**src/rtl/pipe_stage_elastic.sv**
```systemverilog
// Elastic pipeline register with DEPTH slots that carries a control and a data bundle.
// A slot with valid=0 always has its control bits at 0, so a bubble can never write
// memory or the register file. The ready chain is combinational and there is no skid
// buffer. flush turns every slot into a bubble and drops the op offered on the input.
//
// Ports:
//   clock      in   rising-edge clock
//   reset      in   asynchronous, active-low; clears valid, ctrl, data and occupancy
//   in_valid   in   upstream presents an op
//   in_ready   out  slot 0 can accept this cycle (combinational)
//   in_ctrl    in   control bundle of the incoming op
//   in_data    in   data bundle of the incoming op
//   flush      in   squash all slots and the incoming op
//   out_valid  out  last slot holds a valid op
//   out_ready  in   downstream accepts; 0 stalls the stage
//   out_ctrl   out  control of the last slot; 0 whenever out_valid=0
//   out_data   out  data of the last slot; meaningless when out_valid=0
//   occupancy  out  number of valid slots (registered)
module pipe_stage_elastic #(
  parameter int unsigned CTRL_W = 5,
  parameter int unsigned DATA_W = 134,
  parameter int unsigned DEPTH  = 1
) (
  input  logic                       clock,
  input  logic                       reset,
  input  logic                       in_valid,
  output logic                       in_ready,
  input  logic [CTRL_W-1:0]          in_ctrl,
  input  logic [DATA_W-1:0]          in_data,
  input  logic                       flush,
  output logic                       out_valid,
  input  logic                       out_ready,
  output logic [CTRL_W-1:0]          out_ctrl,
  output logic [DATA_W-1:0]          out_data,
  output logic [$clog2(DEPTH+1)-1:0] occupancy
);

  localparam int unsigned OCC_W = $clog2(DEPTH + 1);

  logic [DEPTH-1:0]             valid_q, valid_d;
  logic [DEPTH-1:0][CTRL_W-1:0] ctrl_q,  ctrl_d;
  logic [DEPTH-1:0][DATA_W-1:0] data_q,  data_d;
  logic [OCC_W-1:0]             occ_q,   occ_d;
  logic [DEPTH:0]               rdy_c;
  logic                         accept_c;

  // Slot i may load when it, or any slot after it, is empty, or when downstream accepts.
  always_comb begin : ready_chain
    logic acc;
    acc          = out_ready;
    rdy_c[DEPTH] = out_ready;
    for (int i = int'(DEPTH) - 1; i >= 0; i--) begin
      acc      = acc | ~valid_q[i];
      rdy_c[i] = acc;
    end
  end

  assign in_ready = rdy_c[0] & ~flush;
  assign accept_c = in_valid & in_ready;

  // Next slot contents: shift where ready, hold where stalled, clear valid/ctrl on flush.
  always_comb begin
    valid_d = valid_q;
    ctrl_d  = ctrl_q;
    data_d  = data_q;
    occ_d   = '0;
    if (flush) begin
      valid_d = '0;
      ctrl_d  = '0;
    end else begin
      if (rdy_c[0]) begin
        valid_d[0] = accept_c;
        ctrl_d[0]  = accept_c ? in_ctrl : '0;
        data_d[0]  = in_data;
      end
      for (int i = 1; i < int'(DEPTH); i++) begin
        if (rdy_c[i]) begin
          // Predecessor ctrl is already 0 when it is empty, so bubbles stay clean.
          valid_d[i] = valid_q[i-1];
          ctrl_d[i]  = ctrl_q[i-1];
          data_d[i]  = data_q[i-1];
        end
      end
    end
    for (int i = 0; i < int'(DEPTH); i++) begin
      occ_d = occ_d + OCC_W'(valid_d[i]);
    end
  end

  // Slot and occupancy registers.
  always_ff @(posedge clock or negedge reset) begin
    if (!reset) begin
      valid_q <= '0;
      ctrl_q  <= '0;
      data_q  <= '0;
      occ_q   <= '0;
    end else begin
      valid_q <= valid_d;
      ctrl_q  <= ctrl_d;
      data_q  <= data_d;
      occ_q   <= occ_d;
    end
  end

  assign out_valid = valid_q[DEPTH-1];
  assign out_ctrl  = ctrl_q[DEPTH-1];
  assign out_data  = data_q[DEPTH-1];
  assign occupancy = occ_q;

  // An empty output slot must never present active control bits.
  a_ctrl_implies_valid : assert property (
    @(posedge clock) disable iff (!reset) (out_ctrl != '0) |-> out_valid
  );

endmodule
```
**config.mk**
```make
export PLATFORM = sky130hd
export DESIGN_NAME = pipe_stage_elastic
export DESIGN_NICKNAME = d
export VERILOG_FILES = /design/src/rtl/pipe_stage_elastic.sv
export SDC_FILE = /design/constraint.sdc
export NUM_CORES = 1
export LEC_CHECK = 0
export ABC_AREA = 1
export CORE_AREA = 2 2 121 123
export DETAILED_ROUTE_END_ITERATION = 12
export DIE_AREA = 0 0 123 125
export PLACE_DENSITY = 0.84
export SYNTH_ARGS = -nofsm -noshare
export SYNTH_HDL_FRONTEND = slang
export SYNTH_SLANG_ARGS = --single-unit
```
**constraint.sdc**
```tcl
create_clock -name clock -period 1.4 [get_ports clock]
set_input_delay 0.14 -clock clock [delete_from_list [all_inputs] [get_ports clock]]
set_output_delay 0.14 -clock clock [all_outputs]
set_load 0.05 [all_outputs]
```
Word-level counts from Yosys, hierarchy flattened
Cells that the tools add are included. Widths: inputs -> output; s select.

Bits in registers: 140. Bits in latches: 0. Bits in writable memories: 0. Bits in read-only memories: 0. Input port bits: 144. Output and inout port bits: 142. Logic and storage cells: 15. Memories: 0.

Add/sub/neg operators: 0. Multipliers: 0. Divide/modulo/power cells: 0. Order comparisons: 0. Equality and inequality tests: 0. Shift operators: 0. Muxes and demuxes: 5. Bitwise logic cells: 5. Reductions and logical operators: 2.

Operator list (number): $mux 5 (3); $and 1x1->1 (2); $mux 1 (2); $not 1->1 (2); $reduce_and 2->1 (1); $reduce_bool 2->1 (1); $or 1x1->1 (1).

Longest topological paths before layout
Gate-level depths: netlist (run 1).

Depth in word-level cells: 7. Gate-level depth with buffers: 7.

Worst setup path after synthesis (run 1)
OpenSTA, ideal clock, no wires.

Kind: reg2out. Start point: register, netlist name occupancy. End point: output port in_ready. Arrival time: 1.501 ns. Data required time: 1.260 ns. Path slack: -0.241 ns. Stages on the path, launching flop included: 6. Path buffers: 2. Cell sequence: dfrtp_1 -> nand2_2 -> nand2_2 -> buf_4 -> buf_4 -> inv_1.

RTL lines: to (decl) (line 27) `output logic in_ready,`.

==> flow_summary.json, run 1 <==
{
  "ant_nets": 0,
  "clkLatencyLatePin_ps": 410,
  "yosys_register_bits": 140,
  "yosysUniqueCellTypes": 13,
  "numCtsBuffers": 17,
  "fin_crit_sh": 0.973,
  "vias": 5378,
  "end_kind": "primary output",
  "clkSinkCount": 140,
  "path_buf_inv": 2,
  "viasPerCell": 4.91,
  "synth_warnings": 0,
  "worstPathRequired_ps": 1260,
  "hp-class": "input pin to asynchronous set/reset pin",
  "slew_violations": 0,
  "fp-row-count": 44,
  "die-area_um2": 15400,
  "htree_levels": 4,
  "leakagePower_nw": 4.85,
  "cp_slowest_cell": "dfrtp_2",
  "holdWs_ps": 210,
  "clk_pin_slew_ps": 60,
  "cts_tree": "yes",
  "peakVddDrop_mv": 0.729,
  "cts_buffer_depth": 2,
  "combPwrFrac": 0.286,
  "nets": 1043,
  "final_cell_mix": "nand2_1, clkdlybuf4s50_1, dfrtp_1",
  "grt_max_degree": 58,
  "p_clk_frac": 0.367,
  "area_delta_synth_final_pct": 71.4,
  "tightest_slew_ps": 394,
  "finalCoreUtilization": 0.666,
  "syn_inst": 610,
  "min_period_ps": 1360,
  "cp_cell_sequence": "nand2_4 -> nand2_8 -> clkinvlp_4 -> buf_12",
  "cp.arrival_ps": 1220,
  "io-pin-count": 286,
  "first_pass_iters": 4,
  "gp_congestion": 0.789,
  "fin_skew_ps": 5.09,
  "crit_path_start": "occupancy$_DFFE_PN0P_",
  "core_area_um2": 14200,
  "max_slew_margin": 0.738,
  "fillCellCount": 1095,
  "r2r-start": "occupancy$_DFFE_PN0P_",
  "drt_iter0_drc": 205,
  "fp.dieH_um": 125,
  "ys_seq_area_frac": 0.635,
  "drv_cap": 0,
  "place.port_buffers": 285,
  "dp_hpwl_um": 12300,
  "status": "finished, final reports clean",
  "fp.dieW_um": 123,
  "finalHoldViolations": 0,
  "first_global_vias": 5374,
  "crit_fanout": 2,
  "synth-main-ff-cell": "dfrtp_1",
  "synth-edff-count": 0,
  "switching_share": 0.324,
  "async_flop_share": 1.00,
  "intPower_mw": 9.34,
  "synth_nets": 754,
  "critical-path-top-delay-family": "flip-flops",
  "synth_area_per_cell_um2": 9.05,
  "p_switching_mw": 4.47,
  "globalRouteOverflowTotal": 0,
  "pwr-share-seq": 0.348,
  "fmax_ghz": 0.734,
  "cts_root_buf": "clkbuf_16",
  "path_class": "register to primary output",
  "p_per_area_nw_per_um2": 1460,
  "rsz0062_at_grt": "true",
  "drive_gt1_frac": 0.227,
  "drcViolationCount": 0,
  "antenna_found_initial": 0,
  "startpoint_type": "register",
  "start_util": 0.389,
  "grt_pass1_wl_um": 27400,
  "cpPeakStageDelay_ps": 420,
  "netlist_area_um2": 5520,
  "finalSetupViolCount": 0,
  "groute.usage.overall": 0.231,
  "routedWlPerCell_um": 15.9,
  "drt_wl_total_um": 17400,
  "num_antenna_cells": 0,
  "layout_commonest_cell": "nand2_1"
}
==> through the flow <==
step	power (mW)	setup slack [ps]	instances	instance area, µm²	setup TNS [ps]
after floorplan	6.98	14.3	610	5540	0
after global placement	8.74	-11.3	1060	8750	-16.1
after detailed placement	8.81	-34.2	1060	8750	-586
after CTS	13.9	-0.699	1095	9460	-0.699
after global routing	14.4	-14.7	1095	9460	-14.7
final	13.8	37.8	1095	9460	0
==> cell families after synthesis <==
kind of cell / after synthesis / synth area share
simple gates: 420 / 0.319
flops: 140 / 0.635
buf+inv: 49 / 0.0453
compound gates: 1 / 0.000906
==> worst reg2reg max path, cell delays in order (launching register included) <==
cell,delay [ps]
dfrtp_2,420
nand2_4,100
buf_4,140
buf_12,200
buf_12,180
nand3_1,110
nand2_1,90
==> registers in the layout, indices dropped and copies added, names as in the netlist <==
signal	count
out_data	134
out_ctrl	5
occupancy	1
==> cells in the mapped netlist, types with 2 or more instances <==
cell type,number,area [µm²]
buf_4,7,52.6
nand3_1,134,671
inv_1,3,11.3
nand2_2,2,12.5
dfrtp_1,140,3500
clkbuf_1,5,18.8
buf_2,32,160
nand4_1,5,31.3
nand2_1,278,1040
==> final cells by class <==
class / instances / area, µm² / share of cell area
Clock buffer: 20 / 447 / 0.0472
Clock inverter: 11 / 216 / 0.0229
Inverter: 4 / 21.3 / 0.00225
Multi-Input combinational cell: 421 / 1790 / 0.189
Sequential cell: 140 / 3500 / 0.370
Tap cell: 184 / 230 / 0.0243
Timing Repair Buffer: 315 / 3250 / 0.344
==> power groups by stage <==
stage          logic [mW]  registers [mW]  clock network (mW)
2_1_floorplan       0.610            6.37                   0
3_3_place_gp         3.89            4.85                   0
3_5_place_dp         3.94            4.86                   0
4_1_cts              3.97            4.80                5.16
5_1_grt              4.15            4.85                5.35
6_report             3.94            4.80                5.07
==> path summary, 6_finish.rpt <==
check | to | slack (ps) | cells after the start
worst max-delay path | in_ready | 40 | 4
worst min-delay path | out_data[76]$_DFFE_PN0P_ | 210 | 2
worst max register to register | out_data[83]$_DFFE_PN0P_ | 90 | 6
worst min register to register | out_data[124]$_DFFE_PN0P_ | 470 | 2
max in group asynchronous | occupancy$_DFFE_PN0P_ | 650 | 3
min in group clock | out_data[36]$_DFFE_PN0P_ | 280 | 3
==> metal layers <==
layer	GRT usage	vias up	wire length, µm
li1	-	2537	-
met5	0	-	0
met3	0.0817	26	1700
met4	0.0922	0	378
met2	0.396	238	8790
met1	0.261	2577	6590
==> timing repair <==
| item | in CTS | in global routing |
|---|---|---|
| pin swaps | 2 | 3 |
| hold endpoints to repair | 127 | 0 |
| hold buffers | 1 | 0 |
| resized for setup | 1 | 1 |
| setup endpoints to repair | 1 | 1 |
| buffers inserted | 3 | 0 |
No activity file was read; power rests on OpenSTA's default activity.
==> run 2: changes to the inputs <==
--- a/config.mk
+++ b/config.mk
@@ -6,10 +6,12 @@
 export NUM_CORES = 1
 export LEC_CHECK = 0
 export ABC_AREA = 1
-export CORE_AREA = 2 2 121 123
+export ABC_CLOCK_PERIOD_IN_PS = 1500
+export CORE_AREA = 2 2 120 122
+export CTS_BUF_LIST = sky130_fd_sc_hd__clkbuf_2 sky130_fd_sc_hd__clkbuf_4 sky130_fd_sc_hd__clkbuf_8
 export DETAILED_ROUTE_END_ITERATION = 12
-export DIE_AREA = 0 0 123 125
-export PLACE_DENSITY = 0.84
+export DIE_AREA = 0 0 122 124
+export PLACE_DENSITY = 0.85
 export SYNTH_ARGS = -nofsm -noshare
 export SYNTH_HDL_FRONTEND = slang
 export SYNTH_SLANG_ARGS = --single-unit
==> constraint.sdc (replaced) <==
create_clock -name clock -period 1.5 [get_ports clock]
set_input_delay 0.15 -clock clock [delete_from_list [all_inputs] [get_ports clock]]
set_output_delay 0.15 -clock clock [all_outputs]
set_load 0.05 [all_outputs]
==> flow_summary.json, run 2 (same netlist as run 1, synthesis figures left out) <==
{
  "pwr-share-seq": 0.414,
  "path_class": "register to primary output",
  "clkSinkCount": 140,
  "switching_share": 0.369,
  "largest_reg_flops": 134,
  "finalHoldViolations": 0,
  "htree_levels": 4,
  "p_clk_frac": 0.264,
  "layout_commonest_cell": "nand2_1",
  "multi_input_area_um2": 1790,
  "dp_hpwl_um": 11900,
  "tightest_slew_ps": 426,
  "fp.dieW_um": 122,
  "drive_gt1_frac": 0.223,
  "startpoint_type": "register",
  "fin_skew_ps": 9.96,
  "min_period_ps": 1430,
  "numCtsBuffers": 17,
  "cp.arrival_ps": 1280,
  "area_delta_synth_final_pct": 58.4,
  "clkLatencyLatePin_ps": 440,
  "end_kind": "primary output",
  "reg2reg_slack_ps": 240,
  "finalSetupViolCount": 0,
  "p_per_area_nw_per_um2": 1220,
  "intPower_mw": 6.74,
  "fin_crit_sh": 0.952,
  "cts_tree": "yes",
  "viasPerCell": 4.84,
  "clk_pin_slew_ps": 70,
  "setup_tns_ps": 0,
  "place.port_buffers": 285,
  "die-area_um2": 15100,
  "io-pin-count": 286,
  "cts_root_buf": "clkbuf_8",
  "nets": 1037,
  "peakVddDrop_mv": 0.675,
  "final_cell_mix": "nand2_1, buf_4, clkdlybuf4s50_1",
  "ff_latch_area_um2": 3500,
  "slew_violations": 0,
  "groute.usage.overall": 0.219,
  "leakagePower_nw": 4.56,
  "status": "finished, final reports clean",
  "max_slew_margin": 0.716,
  "r2r-start": "occupancy$_DFFE_PN0P_",
  "fillCellCount": 1102,
  "r2r_end": "out_data[86]$_DFFE_PN0P_",
  "num_antenna_cells": 0,
  "antenna_found_initial": 0,
  "grt_pass1_wl_um": 25500,
  "combPwrFrac": 0.322,
  "hp-class": "input pin to asynchronous set/reset pin",
  "crit_fanout": 3,
  "core_area_um2": 13700,
  "routedWlPerCell_um": 15.3,
  "globalRouteOverflowTotal": 0,
  "cts_buffer_depth": 2,
  "ant_nets": 0,
  "r2r_cells": 6,
  "rsz0062_at_grt": "false",
  "drv_cap": 0,
  "fp-row-count": 43,
  "finalCoreUtilization": 0.637,
  "fp.dieH_um": 124,
  "first_pass_iters": 4,
  "gp_congestion": 0.805,
  "vias": 5255,
  "drt_iter0_drc": 278,
  "finalPower_mw": 10.7,
  "grt_max_degree": 68,
  "drcViolationCount": 0,
  "first_global_vias": 5151,
  "fmax_ghz": 0.700,
  "p_switching_mw": 3.95,
  "start_util": 0.402,
  "worstPathRequired_ps": 1350,
  "drt_wl_total_um": 16600
}
[run 2: changes by cell type in the layout (fill, tap and decap cells not counted), moves of 3 or more]
cell        previous run  this run
bufinv_16              6         1
clkinv_2               2         5
clkbuf_16             17         0
buf_12                42        13
clkinvlp_4             1         4
clkbuf_8               1        19
buf_4                129       152
[run 2: through the flow]
| step | std cells | cell area, µm² | hold WS (ps) | setup WS (ps) |
|---|---|---|---|---|
| global route | 1085 | 8740 | 211 | 12.6 |
| detailed placement | 1051 | 8350 | 103 | 79.4 |
| finish | 1085 | 8740 | 204 | 71.8 |
| global placement | 1051 | 8350 | 99.9 | 97.5 |
| CTS | 1084 | 8740 | 177 | 29.8 |
| floorplan | 610 | 5530 | -146 | 20.4 |
[run 2: area by class of cell]
cell class              instances  area share
flip-flops and latches        140       0.401
repair buffers                309       0.325
multi-input cells             421       0.204
clock buffers                  20      0.0308
well taps                     180      0.0258
clock inverters                11      0.0109
inverters                       4     0.00243
[run 2: worst max path at each step]
stage,to,startpoint,slack [ps]
after floorplan,in_ready,occupancy$_DFFE_PN0P_,20
after global placement,out_data[30]$_DFFE_PN0P_,out_ready,100
after detailed placement,out_data[47]$_DFFE_PN0P_,flush,80
after CTS,in_ready,occupancy$_DFFE_PN0P_,30
after global routing,in_ready,occupancy$_DFFE_PN0P_,10
final,in_ready,occupancy$_DFFE_PN0P_,70
[run 2: metal layers]
layer  vias to the layer above  track usage  part of all wire
li1                       2518            -                 -
met2                       229        0.368              0.50
met3                        35       0.0746             0.081
met4                         0       0.0934             0.026
met1                      2473        0.258              0.40
met5                         -            0                 0
[run 2: power groups by stage]
stage	clock, mW	combinational (mW)	sequential [mW]
floorplan	0	0.565	5.95
global placement	0	3.41	4.48
detailed placement	0	3.45	4.49
CTS	2.90	3.46	4.43
global route	3.07	3.63	4.47
finish	2.82	3.44	4.43
[run 2: what timing repair did]
action                     in CTS  in global routing
hold endpoints to repair      140                  0
setup buffers                   1                  1
pin swaps                       2                  0
resized for setup               1                  0
hold buffers                    1                  0
setup endpoints to repair       1                  1
[run 2: worst max-delay path, stage by stage (launching register included)]
cell and delay [ps]:
dfrtp_2 440, nand2_4 130, nand2_8 60, clkinvlp_4 80, buf_12 130
